==> config.mk <==
export PLATFORM = sky130hd
export DESIGN_NAME = uart_rx_byte
export DESIGN_NICKNAME = d
export VERILOG_FILES = /design/src/rtl/uart_rx_byte.sv
export SDC_FILE = /design/constraint.sdc
export NUM_CORES = 1
export LEC_CHECK = 0
export ABC_CLOCK_PERIOD_IN_PS = 5300
export CAP_MARGIN = 0
export CORE_MARGIN = 1
export CORE_UTILIZATION = 45
export DETAILED_ROUTE_END_ITERATION = 6
export PLACE_DENSITY_LB_ADDON = 0.2
export RECOVER_POWER = 25
export SYNTH_ARGS = -nofsm -noshare
export SYNTH_HDL_FRONTEND = slang
export SYNTH_SLANG_ARGS = --single-unit
export TNS_END_PERCENT = 5
==> constraint.sdc <==
create_clock -name clk -period 5.3 [get_ports clk]
set_input_delay 1.06 -clock clk [delete_from_list [all_inputs] [get_ports clk]]
set_output_delay 1.06 -clock clk [all_outputs]
set_load 0.01 [all_outputs]
==> src/rtl/uart_rx_byte.sv <==
`default_nettype none
// ============================================================================
// Module      : uart_rx_byte
// Description : 8N1 UART receiver with a single mid-bit sample; good bytes
//               update a held data register with a one-cycle valid strobe.
// Revision    : 1.0 - initial release
// ============================================================================
module uart_rx_byte #(
    parameter int CLKS_PER_BIT = 434
) (
    input  logic       clk,
    input  logic       reset,
    input  logic       rx,
    output logic [7:0] data,
    output logic       valid,
    output logic       frame_err,
    output logic       busy
);

    localparam int HALF_BIT = CLKS_PER_BIT / 2;
    localparam int CNT_W    = $clog2(CLKS_PER_BIT);

    localparam logic [CNT_W-1:0] HALF_LAST = CNT_W'(HALF_BIT - 1);
    localparam logic [CNT_W-1:0] BIT_LAST  = CNT_W'(CLKS_PER_BIT - 1);

    typedef enum logic [2:0] {
        IDLE      = 3'd0,
        START     = 3'd1,
        DATA      = 3'd2,
        STOP      = 3'd3,
        WAIT_IDLE = 3'd4
    } state_t;

    state_t           state_q, state_d;
    logic [CNT_W-1:0] cnt_q, cnt_d;
    logic [2:0]       idx_q, idx_d;
    logic [7:0]       shift_q, shift_d;
    logic [7:0]       data_q, data_d;
    logic             valid_q, valid_d;
    logic             ferr_q, ferr_d;
    logic             rx_meta_q, rx_s_q;

    // Both stages reset high so a reset never looks like a start edge.
    always_ff @(posedge clk) begin
        if (reset) begin
            rx_meta_q <= 1'b1;
            rx_s_q    <= 1'b1;
        end else begin
            rx_meta_q <= rx;
            rx_s_q    <= rx_meta_q;
        end
    end

    always_ff @(posedge clk) begin
        if (reset) begin
            state_q <= IDLE;
            cnt_q   <= '0;
            idx_q   <= '0;
            shift_q <= '0;
            data_q  <= '0;
            valid_q <= 1'b0;
            ferr_q  <= 1'b0;
        end else begin
            state_q <= state_d;
            cnt_q   <= cnt_d;
            idx_q   <= idx_d;
            shift_q <= shift_d;
            data_q  <= data_d;
            valid_q <= valid_d;
            ferr_q  <= ferr_d;
        end
    end

    always_comb begin
        state_d = state_q;
        cnt_d   = cnt_q + CNT_W'(1);
        idx_d   = idx_q;
        shift_d = shift_q;
        data_d  = data_q;
        valid_d = 1'b0;
        ferr_d  = 1'b0;

        case (state_q)
            IDLE: begin
                cnt_d = '0;
                if (!rx_s_q) begin
                    state_d = START;
                end
            end
            START: begin
                // A high line at mid-start is treated as a glitch.
                if (cnt_q == HALF_LAST) begin
                    cnt_d   = '0;
                    idx_d   = '0;
                    state_d = rx_s_q ? IDLE : DATA;
                end
            end
            DATA: begin
                if (cnt_q == BIT_LAST) begin
                    cnt_d          = '0;
                    shift_d[idx_q] = rx_s_q;
                    if (idx_q == 3'd7) begin
                        state_d = STOP;
                    end else begin
                        idx_d = idx_q + 3'd1;
                    end
                end
            end
            STOP: begin
                // Leaving mid-stop-bit lets the next start bit follow directly.
                if (cnt_q == BIT_LAST) begin
                    cnt_d = '0;
                    if (rx_s_q) begin
                        data_d  = shift_q;
                        valid_d = 1'b1;
                        state_d = IDLE;
                    end else begin
                        ferr_d  = 1'b1;
                        state_d = WAIT_IDLE;
                    end
                end
            end
            WAIT_IDLE: begin
                cnt_d = '0;
                if (rx_s_q) begin
                    state_d = IDLE;
                end
            end
            default: begin
                cnt_d   = '0;
                state_d = IDLE;
            end
        endcase
    end

    assign data      = data_q;
    assign valid     = valid_q;
    assign frame_err = ferr_q;
    assign busy      = (state_q != IDLE);

endmodule
`default_nettype wire

==> flow_summary.yaml, run 1 <==
pwr:
  p_leak_nw: 0.657
  clockPowerShare: 0.300
  pwr-share-comb: 0.086
  ir_worst_vdd_uv: 156
  p_per_area_nw_per_um2: 255
  p_sw_mw: 0.109
  cellInternalPower_mw: 0.334
  seq_power_share: 0.615
  switching_share: 0.246
global_routing:
  grt_pass1_vias: 984
  grt_max_degree: 28
  grtUsageTotal: 0.169
  antenna_found_initial: 0
  overflow: 0
  grt_pass1_wl_um: 4430
yosys:
  ys_seq_area_frac: 0.450
  synth-xor-area-share: 0.0394
  synth_area_per_cell_sq_um: 9.33
  synth-adder-area-share: 0.0402
  synth_edf_count: 0
  ys_types: 40
  syn_nets: 175
  synth_top_family_by_area: "simple AND/OR/NAND/NOR gates"
  synth.area.top_cells: "dfxtp_1, mux2i_1, nor2_1"
  synth_ff_type: "dfxtp_1"
  synthCells: 167
  yosys.area.top_type_share: 0.450
  netlist_area_sq_um: 1560
  synthMuxAreaShare: 0.0964
  synthSimpleGateAreaFrac: 0.263
  synth_compound_area_frac: 0.0691
  yosysWarnings: 0
  yosysTopAreaCell: "dfxtp_1"
  async_flop_share: 0
  ys_ff_latch: 35
finish:
  drive_above_1_share: 0.0843
  final-seq-area_sq_um: 701
  nFillCells: 313
  multiInputGateArea_sq_um: 791
  syn2layout_area_growth_pct: 11.8
  layout_common_cells: "dfxtp_1, nor2_1, mux2i_1, clkdlybuf4s50_1, nand2_1"
  nets: 185
  diodes: 0
  fin_util: 0.548
  final_common_cell: "dfxtp_1"
floorplan:
  dieArea_sq_um: 3700
  dieHeight_um: 60.8
  die_x_um: 60.8
  ios: 14
  num_rows: 20
  initial_core_util: 0.490
  core_area_sq_um: 3180
timing:
  skew_ns: 0.00954
  slew_headroom: 0.397
  rsz0062_at_grt: "false"
  holdWs_ns: 0.419
  fmax_mhz: 376
  slew_violations: 0
  setup_viol: 0
  worstMarginPinSlew_ns: 0.901
  tns_ns: 0
  period_share: 0.502
  hold_violations: 0
  min_period_ns: 2.66
critical_path:
  cp_top_family: "buffers and inverters"
  crit_required_ns: 4.24
  arrival_ns: 1.60
  path_buf_inv: 1
  rr_endpoint: "cnt_q[3]$_SDFF_PP0_"
  r2r_start: "state_q[0]$_SDFFE_PP0P_"
  slowest_delay_ns: 0.48
  cp-start-kind: "register"
  critPathKind: "register to output pin"
  cp_max_fo: 9
  endpoint_kind: "output pin"
  crit_start: "state_q[2]$_SDFFE_PP0P_"
  crit_path_cell_trace: "or3_1 > clkdlybuf4s50_1"
  worst_path_max_delay_cell: "clkdlybuf4s50_1"
  rrSetupSlack_ns: 3.23
  cp_num_cells: 2
  ff2ff_path_depth: 5
  crit_end: "busy"
clock_tree:
  cts_num_sinks: 35
  tritoncts.num_buffers: 5
  cts_buffer_depth: 2
  clock_latency_ns: 0.33
  cts_tree: "yes"
  ctsHoldBuffers: 0
  clockRootBuffer: "clkbuf_4"
  cts.repair.resized: 0
  cts.repair_timing.setup_buffer_count: 0
  htreeDepth: 2
  path_clk_slew_ns: 0.10
status:
  status: "finished clean"
detailed_routing:
  drtIter0Drc: 80
  drt_pass1_iterations: 4
  ant_nets: 0
  via_per_inst: 5.15
  avgRoutedWirePerCell_um: 11.9
  vias: 1143
  drc: 0
  wirelength_um: 2640
placement:
  port_buffers: 13
  gp_congestion: 0.798
  place.detailed.hpwl_um: 1850
worst_hold_path:
  hold_path_class: "register to register"
run:
  cap_violations: 0
worst min-delay path by stage:
stage | startpoint | to | slack [ns] | depth (start not counted)
2_1_floorplan | rx_meta_q$_SDFF_PP1_ | rx_s_q$_SDFF_PP1_ | 0.39 | 1
3_3_place_gp | rx_meta_q$_SDFF_PP1_ | rx_s_q$_SDFF_PP1_ | 0.40 | 1
3_5_place_dp | rx_meta_q$_SDFF_PP1_ | rx_s_q$_SDFF_PP1_ | 0.39 | 1
4_1_cts | rx_meta_q$_SDFF_PP1_ | rx_s_q$_SDFF_PP1_ | 0.42 | 1
5_1_grt | rx_meta_q$_SDFF_PP1_ | rx_s_q$_SDFF_PP1_ | 0.44 | 1
6_report | rx_meta_q$_SDFF_PP1_ | rx_s_q$_SDFF_PP1_ | 0.42 | 1
logic make-up after synthesis:
group	after synthesis
AND/OR/NAND/NOR	77
flip-flops	35
multiplexers	15
AO/OA/AOI/OAI	14
buffers and inverters	14
XOR/XNOR	7
adder cells (fa/ha/maj)	5
cells in the mapped netlist (3+ instances only):
master,number
mux2i_1,15
dfxtp_1,35
clkbuf_1,6
ha_1,5
inv_1,4
nor3_1,3
nor2_1,32
xnor2_1,5
nor3b_1,4
nand2_1,9
nand3_1,6
a21oi_1,4
and3_1,4
area by class of cell:
class                      instances  share of cell area
multi-input combinational        118               0.454
sequential                        35               0.402
timing repair buffer              13              0.0747
tap                               44              0.0316
clock buffer                       7              0.0259
inverter                           4             0.00862
clock inverter                     1             0.00287
layer usage:
| metal | vias up | share of wire | track usage |
|---|---|---|---|
| met5 | - | 0 | 0 |
| met4 | 0 | 0.014 | 0.0877 |
| met3 | 5 | 0.040 | 0.0533 |
| met2 | 21 | 0.47 | 0.256 |
| met1 | 524 | 0.47 | 0.216 |
| li1 | 593 | - | - |
registers in the layout (all words and copies together) (netlist names):
name       count
cnt_q          9
data           8
shift_q        8
idx_q          3
state_q        3
frame_err      1
rx_meta_q      1
rx_s_q         1
valid          1
power by group through the flow:
| stage | clock network [mW] | registers (mW) | logic, mW |
|---|---|---|---|
| after global routing | 0.151 | 0.273 | 0.0431 |
| after CTS | 0.139 | 0.272 | 0.0380 |
| after detailed placement | 0 | 0.278 | 0.0378 |
| after floorplan | 0 | 0.273 | 0.0344 |
| after global placement | 0 | 0.278 | 0.0374 |
| final | 0.133 | 0.272 | 0.0379 |
per-stage QoR:
stage          std cells  power, mW  setup slack [ns]  area [sq um]
3_3_place_gp         214      0.316              2.26          1690
4_1_cts              222      0.449              2.57          1740
6_report             222      0.443              2.64          1740
2_1_floorplan        167      0.307              3.29          1560
5_1_grt              222      0.467              2.57          1740
3_5_place_dp         214      0.316              2.23          1690
Note: power is estimated with default switching activity, not from simulation.
==> run 2: changes to the inputs <==
--- a/config.mk
+++ b/config.mk
@@ -5,7 +5,7 @@
 export SDC_FILE = /design/constraint.sdc
 export NUM_CORES = 1
 export LEC_CHECK = 0
-export ABC_CLOCK_PERIOD_IN_PS = 5300
+export ABC_CLOCK_PERIOD_IN_PS = 2700
 export CAP_MARGIN = 0
 export CORE_MARGIN = 1
 export CORE_UTILIZATION = 45
==> constraint.sdc (replaced) <==
create_clock -name clk -period 2.7 [get_ports clk]
set_input_delay 0.54 -clock clk [delete_from_list [all_inputs] [get_ports clk]]
set_output_delay 0.54 -clock clk [all_outputs]
set_load 0.01 [all_outputs]
==> run 2 against run 1 <==
Clock power increased by 150%. Hold slack improved by 0.011 ns. Routed wire length increased by 8.6%. Register-to-register slack got worse by 2.7 ns. Global-route usage increased by 1.8 points. Combinational power increased by 110%. Die area unchanged. Count of clock-buffer cells in the layout unchanged. Power increased by 110%.
==> flow_summary.yaml, run 2 (synthesis gave the netlist of run 1 again) <==
floorplan:
  die_x_um: 60.8
  initial_core_util: 0.490
  dieHeight_um: 60.8
  dieArea_sq_um: 3700
  core_area_sq_um: 3180
  ios: 14
  num_rows: 20
finish:
  drive_above_1_share: 0.0950
  nFillCells: 310
  regMostFlops: "cnt_q"
  diodes: 0
  syn2layout_area_growth_pct: 13.5
  final_common_cell: "dfxtp_1"
  layout_common_cells: "dfxtp_1, nor2_1, mux2i_1, nand2_1, clkdlybuf4s50_1"
  nets: 186
  finalNonFillerCells: 223
  largest_reg_flops: 9
timing:
  rsz0062_at_grt: "false"
  fmax_mhz: 447
  setup_viol: 0
  skew_ns: 0.0106
  period_share: 0.829
  slew_headroom: 0.255
  hold_violations: 0
  slew_violations: 0
  tns_ns: 0
  worstMarginPinSlew_ns: 1.12
  min_period_ns: 2.24
worst_hold_path:
  hold_path_class: "register to register"
global_routing:
  grt_pass1_vias: 1125
  grtUsageMet2: 0.303
  grt_pass1_wl_um: 4980
  top_usage_layer: "met2"
  grtUsageTotal: 0.187
  grt_max_degree: 27
  overflow: 0
  antenna_found_initial: 0
  grt_use_met1: 0.223
  use_met3: 0.0640
detailed_routing:
  avgRoutedWirePerCell_um: 12.9
  vias: 1165
  drtIter0Drc: 47
  drt_pass1_iterations: 4
  via_per_inst: 5.22
  wirelength_um: 2870
  ant_nets: 0
  drc: 0
critical_path:
  crit_required_ns: 2.94
  cp-start-kind: "primary input"
  endpoint_kind: "register"
  critPathKind: "primary input to register"
  arrival_ns: 2.48
  cp_max_fo: 26
run:
  cap_violations: 0
clock_tree:
  cts.repair.resized: 0
  clock_latency_ns: 0.34
  cts_buffer_depth: 2
  ctsHoldBuffers: 0
  cts_tree: "yes"
  htreeDepth: 2
  clockRootBuffer: "clkbuf_4"
  path_clk_slew_ns: 0.10
  tritoncts.num_buffers: 5
  cts_num_sinks: 35
  cts.repair_timing.setup_buffer_count: 0
status:
  status: "finished clean"
pwr:
  p_per_area_nw_per_um2: 531
  ir_worst_vdd_uv: 195
  p_leak_nw: 0.681
placement:
  port_buffers: 13
  place.detailed.hpwl_um: 2010
  dp_cells: 215
  gp_congestion: 0.825
run 2: power by group:
part	total [mW]	switching [mW]	internal [mW]
clock network	0.326	0.174	0.152
logic	0.0777	0.0445	0.0332
registers	0.535	0.0128	0.522
total	0.939	0.231	0.708
run 2: area by class of cell:
cell class | instances | area, sq um | share of cell area
Sequential cell | 35 | 701 | 0.396
Clock inverter | 1 | 7.51 | 0.00425
Multi-Input combinational cell | 118 | 791 | 0.447
Tap cell | 44 | 55.1 | 0.0311
Timing Repair Buffer | 14 | 134 | 0.0757
Clock buffer | 7 | 65.1 | 0.0368
Inverter | 4 | 15.0 | 0.00849
run 2: worst paths after layout:
path / start / endpoint / slack [ns] / depth (start not counted)
setup reg to reg: cnt_q[0]$_SDFF_PP0_ / idx_q[0]$_SDFFE_PP0P_ / 0.55 / 6
hold reg to reg: rx_meta_q$_SDFF_PP1_ / rx_s_q$_SDFF_PP1_ / 0.43 / 1
setup / recovery: reset / state_q[2]$_SDFFE_PP0P_ / 0.46 / 4
hold / removal: rx_meta_q$_SDFF_PP1_ / rx_s_q$_SDFF_PP1_ / 0.43 / 1
run 2: critical path, stage by stage:
cell and delay, ns:
dlygate4sd3_1 0.55, clkbuf_1 0.83, inv_1 0.26, a31o_2 0.30
run 2: layer usage:
layer  vias to the layer above  share of wire  routed length (um)
li1                        595              -                   -
met1                       537           0.47                1350
met2                        27           0.47                1350
met3                         6          0.041                 119
met4                         0          0.018                  53
met5                         -              0                   0
run 2: through the flow:
stage          hold WS [ns]  power (mW)  utilization  setup WS [ns]  area, sq um
3_3_place_gp          0.402       0.620        0.535          0.678         1700
4_1_cts               0.436       0.950        0.557          0.545         1770
6_report              0.430       0.939        0.556          0.463         1770
2_1_floorplan         0.389       0.603            -          0.910         1560
5_1_grt               0.450       0.980        0.556          0.341         1770
3_5_place_dp          0.408       0.624        0.535          0.560         1700
==> run 3: changes to the inputs <==
--- a/config.mk
+++ b/config.mk
@@ -5,7 +5,7 @@
 export SDC_FILE = /design/constraint.sdc
 export NUM_CORES = 1
 export LEC_CHECK = 0
-export ABC_CLOCK_PERIOD_IN_PS = 2700
+export ABC_CLOCK_PERIOD_IN_PS = 2100
 export CAP_MARGIN = 0
 export CORE_MARGIN = 1
 export CORE_UTILIZATION = 45
==> constraint.sdc (replaced) <==
create_clock -name clk -period 2.1 [get_ports clk]
set_input_delay 0.42 -clock clk [delete_from_list [all_inputs] [get_ports clk]]
set_output_delay 0.42 -clock clk [all_outputs]
set_load 0.01 [all_outputs]
==> run 3 against run 2 <==
Hold slack lost 0.0084 ns. Global-route usage grew 0.33 points. Sequential power grew 27%. Critical path depth is 3 higher. Die area stayed put. Count of clock-buffer cells in the layout shrank 1. Clock skew fell by 0.0056 ns. Critical endpoint is now cnt_q[3]$_SDFF_PP0_. Combinational power grew 48%. Sequential share of layout area fell by 0.77 points. Register-to-register slack worse by 0.33 ns.
==> flow_summary.yaml, run 3 (synthesis gave the netlist of run 1 again) <==
detailed_routing:
  avgRoutedWirePerCell_um: 13.1
  via_per_inst: 5.30
  drtIter0Drc: 57
  drt_pass1_iterations: 4
  wirelength_um: 2980
  ant_nets: 0
  drc: 0
  vias: 1208
global_routing:
  grt_pass1_vias: 1140
  grt_max_degree: 17
  grtUsageTotal: 0.190
  antenna_found_initial: 0
  grt_pass1_wl_um: 4970
  overflow: 0
timing:
  slew_violations: 0
  worstMarginPinSlew_ns: 0.463
  tns_ns: 0
  hold_violations: 0
  setup_viol: 0
  slew_headroom: 0.691
  fmax_mhz: 532
  skew_ns: 0.00497
  min_period_ns: 1.88
  rsz0062_at_grt: "false"
  period_share: 0.896
finish:
  final_common_cell: "dfxtp_1"
  fin_util: 0.567
  nFillCells: 308
  layout_common_cells: "dfxtp_1, nor2_1, mux2i_1, nand2_1, dlygate4sd3_1"
  largest_reg_flops: 9
  drive_above_1_share: 0.125
  syn2layout_area_growth_pct: 15.7
  postLayoutCellArea_sq_um: 1800
  nets: 192
  diodes: 0
  regMostFlops: "cnt_q"
clock_tree:
  clock_latency_ns: 0.33
  htreeDepth: 2
  path_clk_slew_ns: 0.09
  cts_num_sinks: 35
  tritoncts.num_buffers: 5
  clockRootBuffer: "clkbuf_4"
  cts_tree: "yes"
  cts_buffer_depth: 2
worst_hold_path:
  hold-path-endpoint: "rx_s_q$_SDFF_PP1_"
  worst_hold_path.num_cells: 1
  worstHoldStart: "rx_meta_q$_SDFF_PP1_"
  hold_path_class: "register to register"
floorplan:
  ios: 14
  initial_core_util: 0.490
  die_x_um: 60.8
  dieHeight_um: 60.8
  core_area_sq_um: 3180
  num_rows: 20
  dieArea_sq_um: 3700
pwr:
  ir_worst_vdd_uv: 394
  p_per_area_nw_per_um2: 640
  p_leak_nw: 0.737
run:
  cap_violations: 0
placement:
  gp_congestion: 0.872
  place_area_sq_um: 1740
  port_buffers: 13
  place.detailed.hpwl_um: 2180
critical_path:
  rrSetupSlack_ns: 0.22
  cp-start-kind: "register"
  critPathKind: "register to register"
  ff2ff_path_depth: 7
  r2r_start: "cnt_q[0]$_SDFF_PP0_"
  rr_endpoint: "cnt_q[3]$_SDFF_PP0_"
  crit_required_ns: 2.37
  endpoint_kind: "register"
  cp_max_fo: 9
  arrival_ns: 2.15
status:
  status: "finished clean"
==> run 3: critical path, stage by stage, from the launching register on <==
cell and delay, ns:
dfxtp_1 0.41, inv_1 0.06, ha_1 0.18, and4_1 0.20, a21oi_2 0.17, a21oi_2 0.09
or4_4 0.56, nor2_1 0.14
==> run 3: timing repair <==
action / 4_1_cts / 5_1_grt
hold buffers: 0 / 0
endpoints found under the setup margin: 0 / 6
buffers inserted: 0 / 0
gates resized for setup: 0 / 2
==> run 3: power breakdown <==
group | switching [mW] | leakage, nW | internal [mW]
sequential | 0.0110 | 0.283 | 0.671
combinational | 0.0636 | 0.420 | 0.0515
clock | 0.202 | 0.0341 | 0.155
total | 0.276 | 0.737 | 0.878
==> run 3: through the flow <==
| step | setup slack (ns) | std cells | power (mW) | hold WS [ns] |
|---|---|---|---|---|
| 6_report | 0.219 | 228 | 1.15 | 0.422 |
| 3_5_place_dp | 0.113 | 221 | 0.811 | 0.401 |
| 4_1_cts | 0.00374 | 228 | 1.17 | 0.428 |
| 2_1_floorplan | 0.310 | 167 | 0.776 | 0.389 |
| 3_3_place_gp | 0.191 | 221 | 0.808 | 0.399 |
| 5_1_grt | 0.0700 | 228 | 1.21 | 0.438 |
==> run 3: how the worst max path moves through the flow <==
| stage | endpoint | depth (start not counted) | from | slack (ns) |
|---|---|---|---|---|
| after floorplan | idx_q[1]$_SDFFE_PP0P_ | 6 | cnt_q[0]$_SDFF_PP0_ | 0.31 |
| after global placement | cnt_q[2]$_SDFF_PP0_ | 7 | cnt_q[0]$_SDFF_PP0_ | 0.19 |
| after detailed placement | cnt_q[3]$_SDFF_PP0_ | 7 | cnt_q[0]$_SDFF_PP0_ | 0.11 |
| after CTS | busy | 3 | state_q[2]$_SDFFE_PP0P_ | 0.004 |
| after global routing | shift_q[5]$_SDFFE_PP0P_ | 5 | state_q[1]$_SDFFE_PP0P_ | 0.07 |
| final | cnt_q[3]$_SDFF_PP0_ | 7 | cnt_q[0]$_SDFF_PP0_ | 0.22 |
==> run 3: final cells by class <==
type	instances	area, sq um	area share
tap	44	55.1	0.0305
inverter	4	15.0	0.00833
timing repair buffer	20	181	0.101
multi-input combinational	118	795	0.441
clock buffer	6	51.3	0.0285
clock inverter	1	5.00	0.00278
sequential	35	701	0.389
==> run 3: per-layer routing <==
metal,share of wire,global-route usage
met5,0,0
met3,0.038,0.0597
met2,0.49,0.322
met4,0.023,0.101
met1,0.45,0.214
